<file path="src/rtl/tt_uio_arbiter_pkg.sv">
// Shared types and defaults for the user I/O bus arbiter.
package tt_uio_arb_pkg;

    // Bus ownership states
    typedef enum logic [1:0] {
        ST_IDLE = 2'd0,
        ST_OWN0 = 2'd1,
        ST_OWN1 = 2'd2,
        ST_TURN = 2'd3
    } arb_state_e;

    // Index of a requesting port (0 or 1)
    typedef logic port_idx_t;

    localparam int DEFAULT_TURN_CYCLES = 1;
    localparam int DEFAULT_MAX_HOLD    = 16;

    // Pick the next owner from the effective requests.
    // On a tie the port that was not served last wins.
    function automatic arb_state_e arbitrate(input logic [1:0] r, input port_idx_t last);
        arb_state_e nxt;
        case (r)
            2'b01:   nxt = ST_OWN0;
            2'b10:   nxt = ST_OWN1;
            2'b11:   nxt = (last == 1'b1) ? ST_OWN0 : ST_OWN1;
            default: nxt = ST_IDLE;
        endcase
        return nxt;
    endfunction

endpackage

</file>
<file path="src/rtl/tt_uio_arbiter_hold_timer.sv">
// Clear/enable up-counter with a terminal-count flag. The counter stops at
// the terminal value so the flag stays asserted until the next clear.
module tt_uio_hold_timer #(
    parameter int WIDTH    = 4,
    parameter int TERMINAL = 15
) (
    input  logic clk,
    input  logic rst_n,
    input  logic clr,
    input  logic en,
    output logic done
);

    localparam logic [WIDTH-1:0] TERM = WIDTH'(TERMINAL);

    logic [WIDTH-1:0] count_q;
    logic [WIDTH-1:0] count_d;

    assign done = (count_q == TERM);

    // Next count: clear wins, otherwise count up until the terminal value
    always_comb begin
        count_d = count_q;
        if (clr) begin
            count_d = '0;
        end else if (en && !done) begin
            count_d = count_q + 1'b1;
        end
    end

    // Count register
    always_ff @(posedge clk or negedge rst_n) begin
        if (!rst_n) begin
            count_q <= '0;
        end else begin
            count_q <= count_d;
        end
    end

endmodule

</file>
<file path="src/rtl/tt_uio_arbiter.sv">
// Round-robin owner of the shared 8-bit user I/O bus with an all-inputs
// turnaround gap between two ownerships.
module tt_uio_arbiter
    import tt_uio_arb_pkg::*;
#(
    parameter int TURN_CYCLES = DEFAULT_TURN_CYCLES,
    parameter int MAX_HOLD    = DEFAULT_MAX_HOLD
) (
    input  logic       clk,
    input  logic       rst_n,
    input  logic       ena,
    input  logic [1:0] req,
    output logic [1:0] gnt,
    input  logic [7:0] dout0,
    input  logic [7:0] dout1,
    input  logic [7:0] oe0,
    input  logic [7:0] oe1,
    output logic [7:0] din,
    input  logic [7:0] uio_in,
    output logic [7:0] uio_out,
    output logic [7:0] uio_oe
);

    localparam int HOLD_W = $clog2(MAX_HOLD);
    localparam int TURN_W = 3;

    arb_state_e state_q;
    arb_state_e state_d;
    port_idx_t  last_q;
    port_idx_t  last_d;
    logic [1:0] gnt_q;
    logic [1:0] gnt_d;

    logic [1:0] r;
    logic       in_own;
    logic       in_turn;
    logic       hold_done;
    logic       turn_done;

    assign r       = req & {2{ena}};
    assign in_own  = (state_q == ST_OWN0) || (state_q == ST_OWN1);
    assign in_turn = (state_q == ST_TURN);
    assign din     = uio_in;
    assign gnt     = gnt_q;

    // The hold count saturates, so an owner that has already held the bus
    // for MAX_HOLD cycles alone yields as soon as the other port asks.
    tt_uio_hold_timer #(
        .WIDTH    (HOLD_W),
        .TERMINAL (MAX_HOLD - 1)
    ) u_hold_timer (
        .clk   (clk),
        .rst_n (rst_n),
        .clr   (!in_own),
        .en    (in_own),
        .done  (hold_done)
    );

    tt_uio_hold_timer #(
        .WIDTH    (TURN_W),
        .TERMINAL (TURN_CYCLES - 1)
    ) u_turn_timer (
        .clk   (clk),
        .rst_n (rst_n),
        .clr   (!in_turn),
        .en    (in_turn),
        .done  (turn_done)
    );

    // Next-state, round-robin pointer and next grant
    always_comb begin
        state_d = state_q;
        last_d  = last_q;
        case (state_q)
            ST_IDLE: begin
                state_d = arbitrate(r, last_q);
            end
            ST_OWN0: begin
                if (!r[0] || (hold_done && r[1])) begin
                    state_d = ST_TURN;
                    last_d  = 1'b0;
                end
            end
            ST_OWN1: begin
                if (!r[1] || (hold_done && r[0])) begin
                    state_d = ST_TURN;
                    last_d  = 1'b1;
                end
            end
            ST_TURN: begin
                if (turn_done) begin
                    state_d = arbitrate(r, last_q);
                end
            end
            default: begin
                state_d = ST_IDLE;
            end
        endcase
        gnt_d = {state_d == ST_OWN1, state_d == ST_OWN0};
    end

    // State, pointer and grant registers
    always_ff @(posedge clk or negedge rst_n) begin
        if (!rst_n) begin
            state_q <= ST_IDLE;
            last_q  <= 1'b1;
            gnt_q   <= 2'b00;
        end else begin
            state_q <= state_d;
            last_q  <= last_d;
            gnt_q   <= gnt_d;
        end
    end

    // Pad mux: only the current owner drives, everything else is released
    always_comb begin
        uio_out = 8'h00;
        uio_oe  = 8'h00;
        if (gnt_q[0]) begin
            uio_out = dout0;
            uio_oe  = oe0;
        end else if (gnt_q[1]) begin
            uio_out = dout1;
            uio_oe  = oe1;
        end
    end

endmodule

</file>
<file path="config.mk">
export PLATFORM = sky130hd
export DESIGN_NAME = tt_uio_arbiter
export DESIGN_NICKNAME = d
export VERILOG_FILES = /design/src/rtl/tt_uio_arbiter_pkg.sv /design/src/rtl/tt_uio_arbiter_hold_timer.sv /design/src/rtl/tt_uio_arbiter.sv
export SDC_FILE = /design/constraint.sdc
export NUM_CORES = 1
export LEC_CHECK = 0
export ABC_AREA = 1
export BUFFER_PORTS_ARGS = -buffer_cell sky130_fd_sc_hd__buf_2
export CAP_MARGIN = 20
export CORE_UTILIZATION = 35
export CTS_BUF_LIST = sky130_fd_sc_hd__clkbuf_4 sky130_fd_sc_hd__clkbuf_8
export DETAILED_ROUTE_END_ITERATION = 10
export PLACE_DENSITY = 0.73
export SLEW_MARGIN = 10
export SYNTH_ARGS = -nofsm -noshare
export SYNTH_HDL_FRONTEND = slang
export SYNTH_SLANG_ARGS = --single-unit
</file>
<file path="constraint.sdc">
create_clock -name clk -period 1.3 [get_ports clk]
set_input_delay 0.26 -clock clk [delete_from_list [all_inputs] [get_ports clk]]
set_output_delay 0.26 -clock clk [all_outputs]
set_load 0.1 [all_outputs]
</file>
==> metrics.txt <==
# TYPE chip_impl_metric gauge
chip_impl_metric{name="clock_sinks",unit=""} 12
chip_impl_metric{name="detail_route.wirelength",unit="mm"} 3.92
chip_impl_info{name="crit-reg2reg-launch",value="state_q[0]"} 1
chip_impl_metric{name="timing.clock.skew",unit="ns"} 0.00118
chip_impl_metric{name="chipHeight",unit="um"} 55.4
chip_impl_metric{name="synth_compound_area_share",unit="%"} 6.52
chip_impl_metric{name="placement.setup.worst_slack",unit="ns"} -0.0372
chip_impl_metric{name="postLayoutSetupSlackWorst",unit="ns"} -0.341
chip_impl_metric{name="vdd_ir_drop_max",unit="mV"} 2.08
chip_impl_metric{name="fillerInstances",unit=""} 122
chip_impl_metric{name="synth_fp_nets",unit=""} 204
chip_impl_metric{name="hpwlAfterDp",unit="mm"} 2.56
chip_impl_metric{name="sw_frac_of_total",unit="%"} 55.9
chip_impl_info{name="reg2reg_to",value="gnt[0]"} 1
chip_impl_metric{name="report.final.slew_viol_count",unit=""} 0
chip_impl_metric{name="floorplan.initialDensity",unit="%"} 38.5
chip_impl_metric{name="synthesis.area_per_instance",unit="um2"} 6.56
chip_impl_metric{name="die-area",unit="um2"} 3070
chip_impl_metric{name="synthXorXnorAreaFrac",unit="%"} 0.878
chip_impl_metric{name="grt-ovfl-total",unit=""} 0
chip_impl_metric{name="diodes",unit=""} 0
chip_impl_metric{name="synthAdderAreaFrac",unit="%"} 8.78
chip_impl_metric{name="power_frac_clock",unit="%"} 5.7
chip_impl_metric{name="setup_violations",unit=""} 21
chip_impl_metric{name="grt.total_usage",unit="%"} 25.6
chip_impl_metric{name="fin_cells",unit=""} 248
chip_impl_metric{name="wire_per_inst",unit="um"} 15.8
chip_impl_metric{name="dpl.cell_count",unit=""} 232
chip_impl_metric{name="netSwitchingPower",unit="mW"} 2.83
chip_impl_metric{name="drt.antenna.violating_nets",unit=""} 0
chip_impl_info{name="hold_path_class",value="in -> async"} 1
chip_impl_metric{name="port_buffers",unit=""} 54
chip_impl_metric{name="reg_power_share",unit="%"} 12.4
chip_impl_info{name="grt_setup_unrepaired",value="true"} 1
chip_impl_metric{name="synth_cell_types",unit=""} 18
chip_impl_info{name="cp_slowest_cell",value="dfrtp_4"} 1
chip_impl_metric{name="finalWorstPathRequiredPeriod",unit="ns"} 1.64
chip_impl_metric{name="yosys.area_share.simple",unit="%"} 38.5
chip_impl_metric{name="delay_of_the_slowest_cell_on_the_worst_path",unit="ns"} 0.52
chip_impl_metric{name="globalplace.congestion",unit=""} 0.800
chip_impl_metric{name="number_of_global_route_vias_before_repair",unit=""} 1322
chip_impl_metric{name="cts_max_level",unit=""} 1
chip_impl_metric{name="power.density",unit="nW/um2"} 2240
chip_impl_metric{name="antenna_found_initial",unit=""} 0
chip_impl_metric{name="clock.fmax",unit="MHz"} 610
chip_impl_metric{name="dr_total_vias",unit=""} 1282
chip_impl_metric{name="timing.critical_path.required",unit="ns"} 1.04
chip_impl_metric{name="wire_length_of_the_first_global_routing_pass",unit="mm"} 6.03
chip_impl_metric{name="p_leak",unit="nW"} 1.02
chip_impl_metric{name="insertion_delay",unit="ns"} 0.29
chip_impl_metric{name="maximum_number_of_pins_on_one_net_before_global_route_repair",unit=""} 13
chip_impl_info{name="status",value="finished, violations left"} 1
chip_impl_metric{name="final-hold-violation-count",unit=""} 0
chip_impl_info{name="synth_top_family_by_area",value="simple AND/OR/NAND/NOR gates"} 1
chip_impl_metric{name="detail_route.drc_violations",unit=""} 0
chip_impl_metric{name="timing.reg2reg.worst_path_depth",unit=""} 8
chip_impl_metric{name="yosysSeqAreaShare",unit="%"} 30.2
chip_impl_metric{name="detail_route.first_pass.iterations",unit=""} 4
chip_impl_metric{name="synthesis.area",unit="um2"} 997
chip_impl_metric{name="fin_tns_setup",unit="ns"} -5.35
chip_impl_info{name="worstPathCellList",value="inv_6 > buf_4 > nand3_4 > nand2_8 > buf_12"} 1
chip_impl_info{name="timing.critical_path.from_type",value="register"} 1
chip_impl_metric{name="fp.dieW",unit="um"} 55.4
chip_impl_info{name="cts_tree",value="built"} 1
chip_impl_metric{name="max-clock-path-buffers",unit=""} 2
chip_impl_metric{name="core_area",unit="um2"} 2590
chip_impl_metric{name="post-layout-total-power",unit="mW"} 5.06
chip_impl_metric{name="synth-warning-count",unit=""} 0
chip_impl_metric{name="synthMuxAreaShare",unit="%"} 0
chip_impl_metric{name="drv.max_cap_violation_count",unit=""} 0
chip_impl_info{name="cts_root_buf",value="clkbuf_4"} 1
chip_impl_metric{name="reg2reg_setup_slack",unit="ns"} -0.05
chip_impl_metric{name="post_route_cells_drive_above_1_share",unit="%"} 72.9
chip_impl_metric{name="clk_transition_reported_paths",unit="ns"} 0.08
chip_impl_metric{name="int_power",unit="mW"} 2.23
chip_impl_metric{name="finalNetCount",unit=""} 271
chip_impl_metric{name="critPathMaxFanout",unit=""} 5
chip_impl_metric{name="boundaryPins",unit=""} 71
chip_impl_metric{name="num_cts_buffers",unit=""} 3
chip_impl_metric{name="viasPerCell",unit=""} 5.17
chip_impl_info{name="critPathCaptureType",value="output pin"} 1
chip_impl_metric{name="synthToLayoutAreaGrowth",unit="%"} 127
chip_impl_metric{name="comb_power_share",unit="%"} 81.9
chip_impl_metric{name="drt_iter0_markers",unit=""} 54
chip_impl_metric{name="timing.critical_path.arrival",unit="ns"} 1.38
chip_impl_metric{name="worst_slew_margin_relative_to_its_limit",unit="%"} 81.1
chip_impl_metric{name="standard_cell_row_count",unit=""} 18
chip_impl_metric{name="count_of_mapped_cells_out_of_synthesis",unit=""} 152
chip_impl_metric{name="actual_transition_at_the_worst_max_transition_pin",unit="ns"} 0.281
chip_impl_metric{name="ys_seq_elements",unit=""} 12
chip_impl_info{name="type_of_the_setup_path_with_the_least_slack",value="reg -> out"} 1
chip_impl_metric{name="timing.final.crit_share",unit="%"} 126
chip_impl_info{name="violated_checks",value="negative setup slack"} 1
==> Yosys cell counts <==
cell type	number	share of area, %
nand2_1	50	19
o21ai_0	8	4.0
clkbuf_1	1	0.38
xnor2_1	1	0.88
buf_4	9	6.8
dfstp_2	1	2.6
inv_2	1	0.38
inv_1	16	6.0
nand4_1	2	1.3
nand2_2	4	2.5
nor2_1	7	2.6
ha_1	7	8.8
a21oi_1	5	2.5
nand3_1	23	12
nor3_1	1	0.50
nor2_2	2	1.3
buf_2	3	1.5
dfrtp_1	11	28
==> area by class of cell <==
cell class | instances | area (um2) | share of cell area (%)
inverter | 17 | 71.3 | 3.15
clock buffer | 4 | 30.0 | 1.33
sequential | 12 | 312 | 13.8
tap | 30 | 37.5 | 1.66
timing repair buffer | 74 | 751 | 33.1
multi-input combinational | 110 | 1060 | 46.8
timing repair inverter | 1 | 3.75 | 0.166
==> critical path, delay by kind of cell (launching register included) <==
family | cells | cell delay [ns]
flops | 1 | 0.52
simple gates | 2 | 0.18
buf+inv | 3 | 0.38
==> power by group through the flow <==
stage	sequential, mW	combinational, mW	clock [mW]
final	0.629	4.15	0.287
after global routing	0.641	4.31	0.302
after CTS	0.603	3.90	0.268
after detailed placement	0.583	3.61	0
after global placement	0.574	3.55	0
after floorplan	0.692	2.50	0
==> timing repair <==
action / 4_1_cts / 5_1_grt
gates cloned: 1 / 1
endpoints found under the setup margin: 21 / 23
hold buffers: 1 / 0
endpoints found under the hold margin: 11 / 0
gates resized for setup: 42 / 15
setup buffers: 7 / 2
pin swaps: 14 / 19
==> cell usage in the layout (no fill, tap or decap), types with 2 or more instances in the layout <==
cell type   n
inv_2       8
nor2_1      7
o21ai_0     6
o21ai_1     2
buf_4      12
nand3_1     9
dfrtp_4     2
nand2_1    13
buf_2      36
inv_1       8
nand3_2     4
buf_6       4
ha_4        6
nand2_2    23
a21oi_2     4
nand3_4    10
nand4_1     2
nand2_4     7
dfrtp_2     2
dfrtp_1     7
clkbuf_4    4
buf_12     20
nand2_8    11
nor2_2      2
==> layer usage <==
metal / track usage, % / share of wire [%]
met4: 16.4 / 3.1
met2: 48.4 / 56
met1: 25.7 / 35
met3: 3.98 / 5.7
met5: 0 / 0
==> per-stage QoR <==
stage / utilization (%) / area, um2 / hold slack (ns)
6_report: 87.4 / 2260 / 0.368
5_1_grt: 87.4 / 2260 / 0.385
4_1_cts: 83.6 / 2160 / 0.388
3_5_place_dp: 74.8 / 1940 / 0.149
3_3_place_gp: 74.8 / 1940 / 0.145
2_1_floorplan: - / 1390 / -0.0356
==> worst max-delay path by stage <==
stage                       from         end  slack [ns]  cells past startpoint
after floorplan           gnt[0]   uio_oe[4]       -0.26                      5
after global placement    gnt[0]   uio_oe[4]       -0.02                      5
after detailed placement  gnt[0]   uio_oe[4]       -0.04                      5
after CTS                 gnt[0]  uio_out[2]       -0.32                      5
after global routing      gnt[0]  uio_out[6]       -0.37                      5
final                     gnt[0]  uio_out[2]       -0.34                      5
==> cells by family (layout without fill, tap and decap cells) <==
logic type      Yosys count  count (layout)
fa+ha+maj                 7               7
buf+inv                  30              96
xor+xnor                  1               1
compound gates           13              13
flops                    12              12
simple gates             89              89
==> flip-flops by register name, summed over array words and instances, names as in the netlist <==
name	flops
state_q	2
u_hold_timer.count_q	4
gnt	2
u_turn_timer.count_q	3
last_q	1
Note: power is estimated with default switching activity, not from simulation.
